**src/rtl/bit_4_mux_pkg.sv**
```systemverilog
// Shared types and round-robin search helper for the 4:1 mux arbiter.
package bit_4_mux_pkg;

    localparam int unsigned N_REQ = 4;
    localparam int unsigned SEL_W = 2;

    typedef enum logic {
        ST_IDLE  = 1'b0,
        ST_GRANT = 1'b1
    } state_t;

    typedef struct packed {
        logic             found;
        logic [SEL_W-1:0] idx;
    } pick_t;

    // Rotate so last+1 lands at bit 0, take the lowest set bit, rotate the index back.
    function automatic pick_t rr_next(
        input logic [N_REQ-1:0] req,
        input logic [SEL_W-1:0] last,
        input logic [N_REQ-1:0] mask
    );
        logic [N_REQ-1:0]   cand;
        logic [2*N_REQ-1:0] dbl;
        logic [N_REQ-1:0]   rot;
        logic [SEL_W-1:0]   enc;
        pick_t              res;

        cand = req & ~mask;
        dbl  = {cand, cand};
        rot  = N_REQ'(dbl >> ({1'b0, last} + 3'd1));
        enc  = '0;
        for (int unsigned i = 0; i < N_REQ; i++) begin
            if (rot[N_REQ-1-i]) enc = SEL_W'(N_REQ-1-i);
        end
        res.found = |rot;
        res.idx   = enc + last + 2'd1;
        return res;
    endfunction

endpackage

```
**src/rtl/bit_4_mux_arbiter_rr_pick4.sv**
```systemverilog
// Combinational round-robin picker: first set request after 'last', skipping masked ports.
module rr_pick4
    import bit_4_mux_pkg::*;
(
    input  logic [N_REQ-1:0] req,
    input  logic [SEL_W-1:0] last,
    input  logic [N_REQ-1:0] mask,
    output logic             found,
    output logic [SEL_W-1:0] idx
);

    pick_t pick;

    always_comb begin
        pick  = rr_next(req, last, mask);
        found = pick.found;
        idx   = pick.idx;
    end

endmodule

```
**src/rtl/bit_4_mux_arbiter.sv**
```systemverilog
// Round-robin owner selection and beat pacing for the shared 4:1 mux output channel.
module bit_4_mux_arbiter
    import bit_4_mux_pkg::*;
#(
    parameter int unsigned MAX_BURST = 4,
    parameter int unsigned CNT_W     = 4
) (
    input  logic             clk,
    input  logic             rst_n,
    input  logic [N_REQ-1:0] req,
    input  logic             out_ready,
    output logic [SEL_W-1:0] sel,
    output logic             out_valid,
    output logic [N_REQ-1:0] ack,
    output logic             busy
);

    state_t           state, state_nxt;
    logic [SEL_W-1:0] sel_nxt, last, last_nxt;
    logic [CNT_W-1:0] cnt, cnt_nxt;
    logic [N_REQ-1:0] sel_onehot, pick_mask;
    logic [SEL_W-1:0] pick_last, pick_idx;
    logic             pick_found, transfer, at_cap, release_now;

    always_comb begin
        sel_onehot  = N_REQ'(1) << sel;
        busy        = (state == ST_GRANT);
        out_valid   = busy & req[sel];
        transfer    = out_valid & out_ready;
        ack         = transfer ? sel_onehot : '0;
        at_cap      = (cnt == CNT_W'(MAX_BURST - 1));
        release_now = busy & ((transfer & at_cap) | ~req[sel]);
        // One picker serves both IDLE arbitration and release re-arbitration.
        pick_last   = busy ? sel : last;
        pick_mask   = busy ? sel_onehot : '0;
    end

    rr_pick4 u_pick (
        .req   (req),
        .last  (pick_last),
        .mask  (pick_mask),
        .found (pick_found),
        .idx   (pick_idx)
    );

    always_comb begin
        state_nxt = state;
        sel_nxt   = sel;
        cnt_nxt   = cnt;
        last_nxt  = last;
        case (state)
            ST_IDLE: begin
                if (pick_found) begin
                    state_nxt = ST_GRANT;
                    sel_nxt   = pick_idx;
                    cnt_nxt   = '0;
                end
            end
            ST_GRANT: begin
                if (transfer) cnt_nxt = cnt + 1'b1;
                if (release_now) begin
                    last_nxt = sel;
                    cnt_nxt  = '0;
                    if (pick_found) begin
                        sel_nxt = pick_idx;
                    end else if (!(transfer & at_cap)) begin
                        // A capped owner still holds req, so it alone is re-granted.
                        state_nxt = ST_IDLE;
                    end
                end
            end
            default: state_nxt = ST_IDLE;
        endcase
    end

    always_ff @(posedge clk or negedge rst_n) begin
        if (!rst_n) begin
            state <= ST_IDLE;
            sel   <= '0;
            cnt   <= '0;
            last  <= '1;
        end else begin
            state <= state_nxt;
            sel   <= sel_nxt;
            cnt   <= cnt_nxt;
            last  <= last_nxt;
        end
    end

endmodule

```
**config.mk**
```make
export PLATFORM = sky130hd
export DESIGN_NAME = bit_4_mux_arbiter
export DESIGN_NICKNAME = d
export VERILOG_FILES = /design/src/rtl/bit_4_mux_pkg.sv /design/src/rtl/bit_4_mux_arbiter_rr_pick4.sv /design/src/rtl/bit_4_mux_arbiter.sv
export SDC_FILE = /design/constraint.sdc
export NUM_CORES = 1
export LEC_CHECK = 0
export CORE_UTILIZATION = 55
export CTS_BUF_LIST = sky130_fd_sc_hd__clkbuf_8
export CTS_CLUSTER_SIZE = 28
export DETAILED_ROUTE_END_ITERATION = 12
export HOLD_SLACK_MARGIN = 0.12
export PLACE_DENSITY = 0.89
export SLEW_MARGIN = 25
export SYNTH_ARGS = -nofsm -noshare
export SYNTH_HDL_FRONTEND = slang
export SYNTH_SLANG_ARGS = --single-unit
```
**constraint.sdc**
```tcl
create_clock -name clk -period 5.33 [get_ports clk]
set_input_delay 1.599 -clock clk [delete_from_list [all_inputs] [get_ports clk]]
set_output_delay 1.599 -clock clk [all_outputs]
set_load 0.03 [all_outputs]
```
==> summary by stage <==
Run status
The flow ran to the end, and the final reports show no timing, DRC or antenna violations.

Placement
The post-place setup slack is roughly 0.36 ns. The post-detailed-placement half-perimeter wirelength is between 1 and 1.5 mm. Port buffering added 14 buffers. At the end of routability-driven placement, the weighted congestion stood at around 0.85.

Power
The peak supply drop is around 0.46 mV. The proportion of power drawn by combinational gates is 0.640. Of the total power, registers draw 0.247.

The net switching fraction of the power is 0.477. The total power draw is between 0.0006 and 0.0007 W. The power density over the cells is 701 nW/um^2. Summed over all cells, the static leakage comes to 0.414 nW. The internal power component is 0.000356 W. In this run the power spent charging and discharging nets is around 0.00032 W. Of the total power, the clock network draws 0.113.

Route
Dividing the detail-routed wire length by the instance count gives between 15 and 20 um. The via total after detailed routing is 764. For this run, design rule violations remaining after detail routing come to 0. The final routed wirelength across all metal layers is roughly 2.0 mm. The number of antenna-violating nets in the routed design is 0. The number of vias per cell is approximately 6.5. The pre-antenna-repair detailed-routing pass consisted of 5 iterations. The violation count after the first detailed-route iteration is 18.

Final layout
The number of inserted filler cells in the final layout is 115. Relative to the synthesized area, the layout overhead comes to 23.8%. The count of antenna diodes in the layout is 0. In the final layout, the multi-input gates occupy roughly 520 sq um. The final layout net count is approximately 110. Across the whole layout, storage elements account for approximately 230 sq um. The post-route core utilization is 0.737.

In the final layout, the share of cells above drive strength 1 is 0.167.

CTS
The sink count of the clock tree is 9. In this run, post-CTS repair resized a total of 0 instances. The clock reaches the later pin of the worst-skew pair after about 0.23 ns. CTS built an H-tree with a depth of 1. Once the clock tree was built, the setup fixing pass inserted 0 buffers.

The count of hold-fix buffers inserted at cts is 0. The maximum clock path buffer count is 2. The root buffer cell chosen for the clock tree is clkbuf_8.

TritonCTS created 3 clock buffers. The clock tree from TritonCTS is yes. The clock-pin transition on the worst setup and hold timing paths is about 0.04 ns.

STA
Once routing completed, OpenROAD measured the worst setup slack at 0.314 ns. The final hold violation count came to 0. Based on the critical path, the design can be clocked at up to about 200 MHz. Across the routed clock network, the largest skew measured is roughly 0.0027 ns. For the pin with the worst max-slew slack, the measured transition is slightly above 0.5 ns. Setup repair after global routing left no endpoint under its margin.

The relative max-transition margin is 0.665. The setup TNS after final layout is 0 ns. The minimum period implied by the final worst setup slack is 5.02 ns.

The final number of max-transition violations is 0. The total of endpoints with negative setup slack in the final report is 0. The ratio of final minimum period to clock period is 0.941.

Setup path
Walking the worst path, the cells encountered are clkdlybuf4s50_1, mux2_2, a2bb2oi_2, inv_1, clkdlybuf4s50_1. The data required time at the worst endpoint is 3.73 ns. Data arrives at the worst endpoint at 3.42 ns.

The highest net fanout along the worst path is 7. The largest single stage delay on the critical path is a little over 0.6 ns. The critical path endpoint category is an output pin. The setup path with the least slack is of type in -> out.

For this design, the slowest cell found on the critical path is clkdlybuf4s50_1. The kind of start point of the critical path is an input pin. The cell that appears most often on the critical path is clkdlybuf4s50_1.

Floorplanning
The initial cell density of the core is 0.595. The floorplan has 13 rows. The die is 39.8 um wide. The area of the die is between 1500 and 2000 sq um. The placeable core region is about 1300 sq um. The die is around 40 um tall.

The number of top-level pins is 15.

Yosys
The gate count of the mapped netlist is between 80 and 90. In this run, distinct cell masters in the synthesized netlist total 36. The register bit total from synthesis is 9. dfrtp_1 takes more of the synthesized area than any other cell. Of the post-synthesis cell area, the dominant cell type holds 0.223. The post-synthesis area per instance is 9.02 sq um. The synthesized netlist net count is between 90 and 100. The number of enable-type register cells in the synthesized netlist is 0. By area the synthesized netlist is led by dfrtp_1, mux2i_1, mux2_2.

The post-synthesis sequential area ratio is 0.290. In the synthesized netlist the dominant register cell turns out to be dfrtp_1. After synthesis, the share of flip-flops with an asynchronous set or reset is 1.00. In this run the cell area of the synthesized design comes to 785 sq um. For this run, the number of Yosys warnings is 0.

Hold path
The class of the most critical hold timing path is reg -> reg.

Global routing
Summed over all layers, the global routing overflow is 0. The maximum number of pins on one net before global-route repair is 17. The initial antenna violation count is 0. The total routing usage reported by global routing is 0.280. The number of global-route vias before repair is around 700. The wire length of the first global-routing pass is approximately 2.9 mm.

Job
The number of violations of the max-capacitance limit is 0.
-- logic make-up (layout without fill, tap and decap cells) --
kind of cell             count (synthesis)  after routing  share of synthesized area
AO/OA/AOI/OAI                           21             21                      0.217
adder cells (fa/ha/maj)                  2              2                     0.0319
buffers and inverters                    7             22                     0.0415
flip-flops                               9              9                      0.290
multiplexers                            15             15                      0.214
AND/OR/NAND/NOR                         33             33                      0.206
-- Yosys cell counts (all sizes together) (3+ instances only) --
library cell,number
nand2,11
mux2i,10
nor2,9
dfrtp,7
mux2,5
inv,4
nand3,4
a211oi,3
buf,3
-- layout make-up --
type,count,share of cell area
inverter,4,0.0155
tap,15,0.0193
clock inverter,1,0.00387
multi-input combinational,71,0.540
clock buffer,3,0.0425
timing repair buffer,14,0.144
sequential,9,0.235
-- power groups by stage --
stage                     Clock [W]  Sequential [W]  Combinational, W
after global placement            0        0.000164          0.000413
after CTS                 0.0000784        0.000167          0.000434
after floorplan                   0        0.000151          0.000336
after global routing      0.0000811        0.000174          0.000475
final                     0.0000767        0.000168          0.000435
after detailed placement          0        0.000167          0.000429
-- path summary, 6_finish.rpt --
check	start	end	slack [ns]	cells past startpoint
max in group asynchronous	rst_n	last[1]	3.35	1
worst min-delay path	cnt[3]	cnt[3]	0.55	1
worst max register to register	busy	sel[1]	2.57	8
worst min register to register	cnt[3]	cnt[3]	0.55	1
min in group asynchronous	rst_n	sel[0]	1.66	1
worst max-delay path	req[0]	out_valid	0.31	5
-- worst max-delay path: cells and delay by family --
family,cells,cell delay [ns]
compound gates,1,0.23
mux,1,0.32
buf+inv,3,1.26
-- flip-flops by register name, summed over array words and instances, names as in the netlist --
signal / cells
busy: 1
sel: 2
cnt: 4
last: 2
-- cell usage in the layout (no fill, tap or decap), types with 2 or more instances in the layout --
cell | Yosys | routed
dfrtp_1 | 7 | 7
inv_1 | 4 | 5
a22o_1 | 2 | 2
a21oi_1 | 2 | 2
o21ai_1 | 2 | 2
mux2_2 | 5 | 5
dfstp_2 | 2 | 2
clkbuf_8 | 0 | 3
mux2i_1 | 7 | 7
nand3_1 | 3 | 3
nor2b_1 | 2 | 2
a31oi_1 | 2 | 2
a211oi_1 | 3 | 3
nand2_1 | 10 | 10
nor2_1 | 9 | 9
ha_1 | 2 | 2
mux2i_2 | 3 | 3
or3_1 | 2 | 2
clkdlybuf4s50_1 | 0 | 14
-- metal layers --
| metal | up-vias | track usage | part of all wire |
|---|---|---|---|
| met5 | - | 0 | 0 |
| met4 | 0 | 0.121 | 0.028 |
| met3 | 10 | 0.0511 | 0.048 |
| met2 | 39 | 0.533 | 0.50 |
| met1 | 361 | 0.291 | 0.42 |
| li1 | 354 | - | - |
-- stage by stage --
step	hold slack (ns)	cell area [sq um]	std cells
after floorplan	0.476	785	87
after global placement	0.513	926	113
after detailed placement	0.528	926	113
after CTS	0.539	971	117
after global routing	0.549	971	117
final	0.547	971	117
No activity file was read; power rests on OpenSTA's default activity.
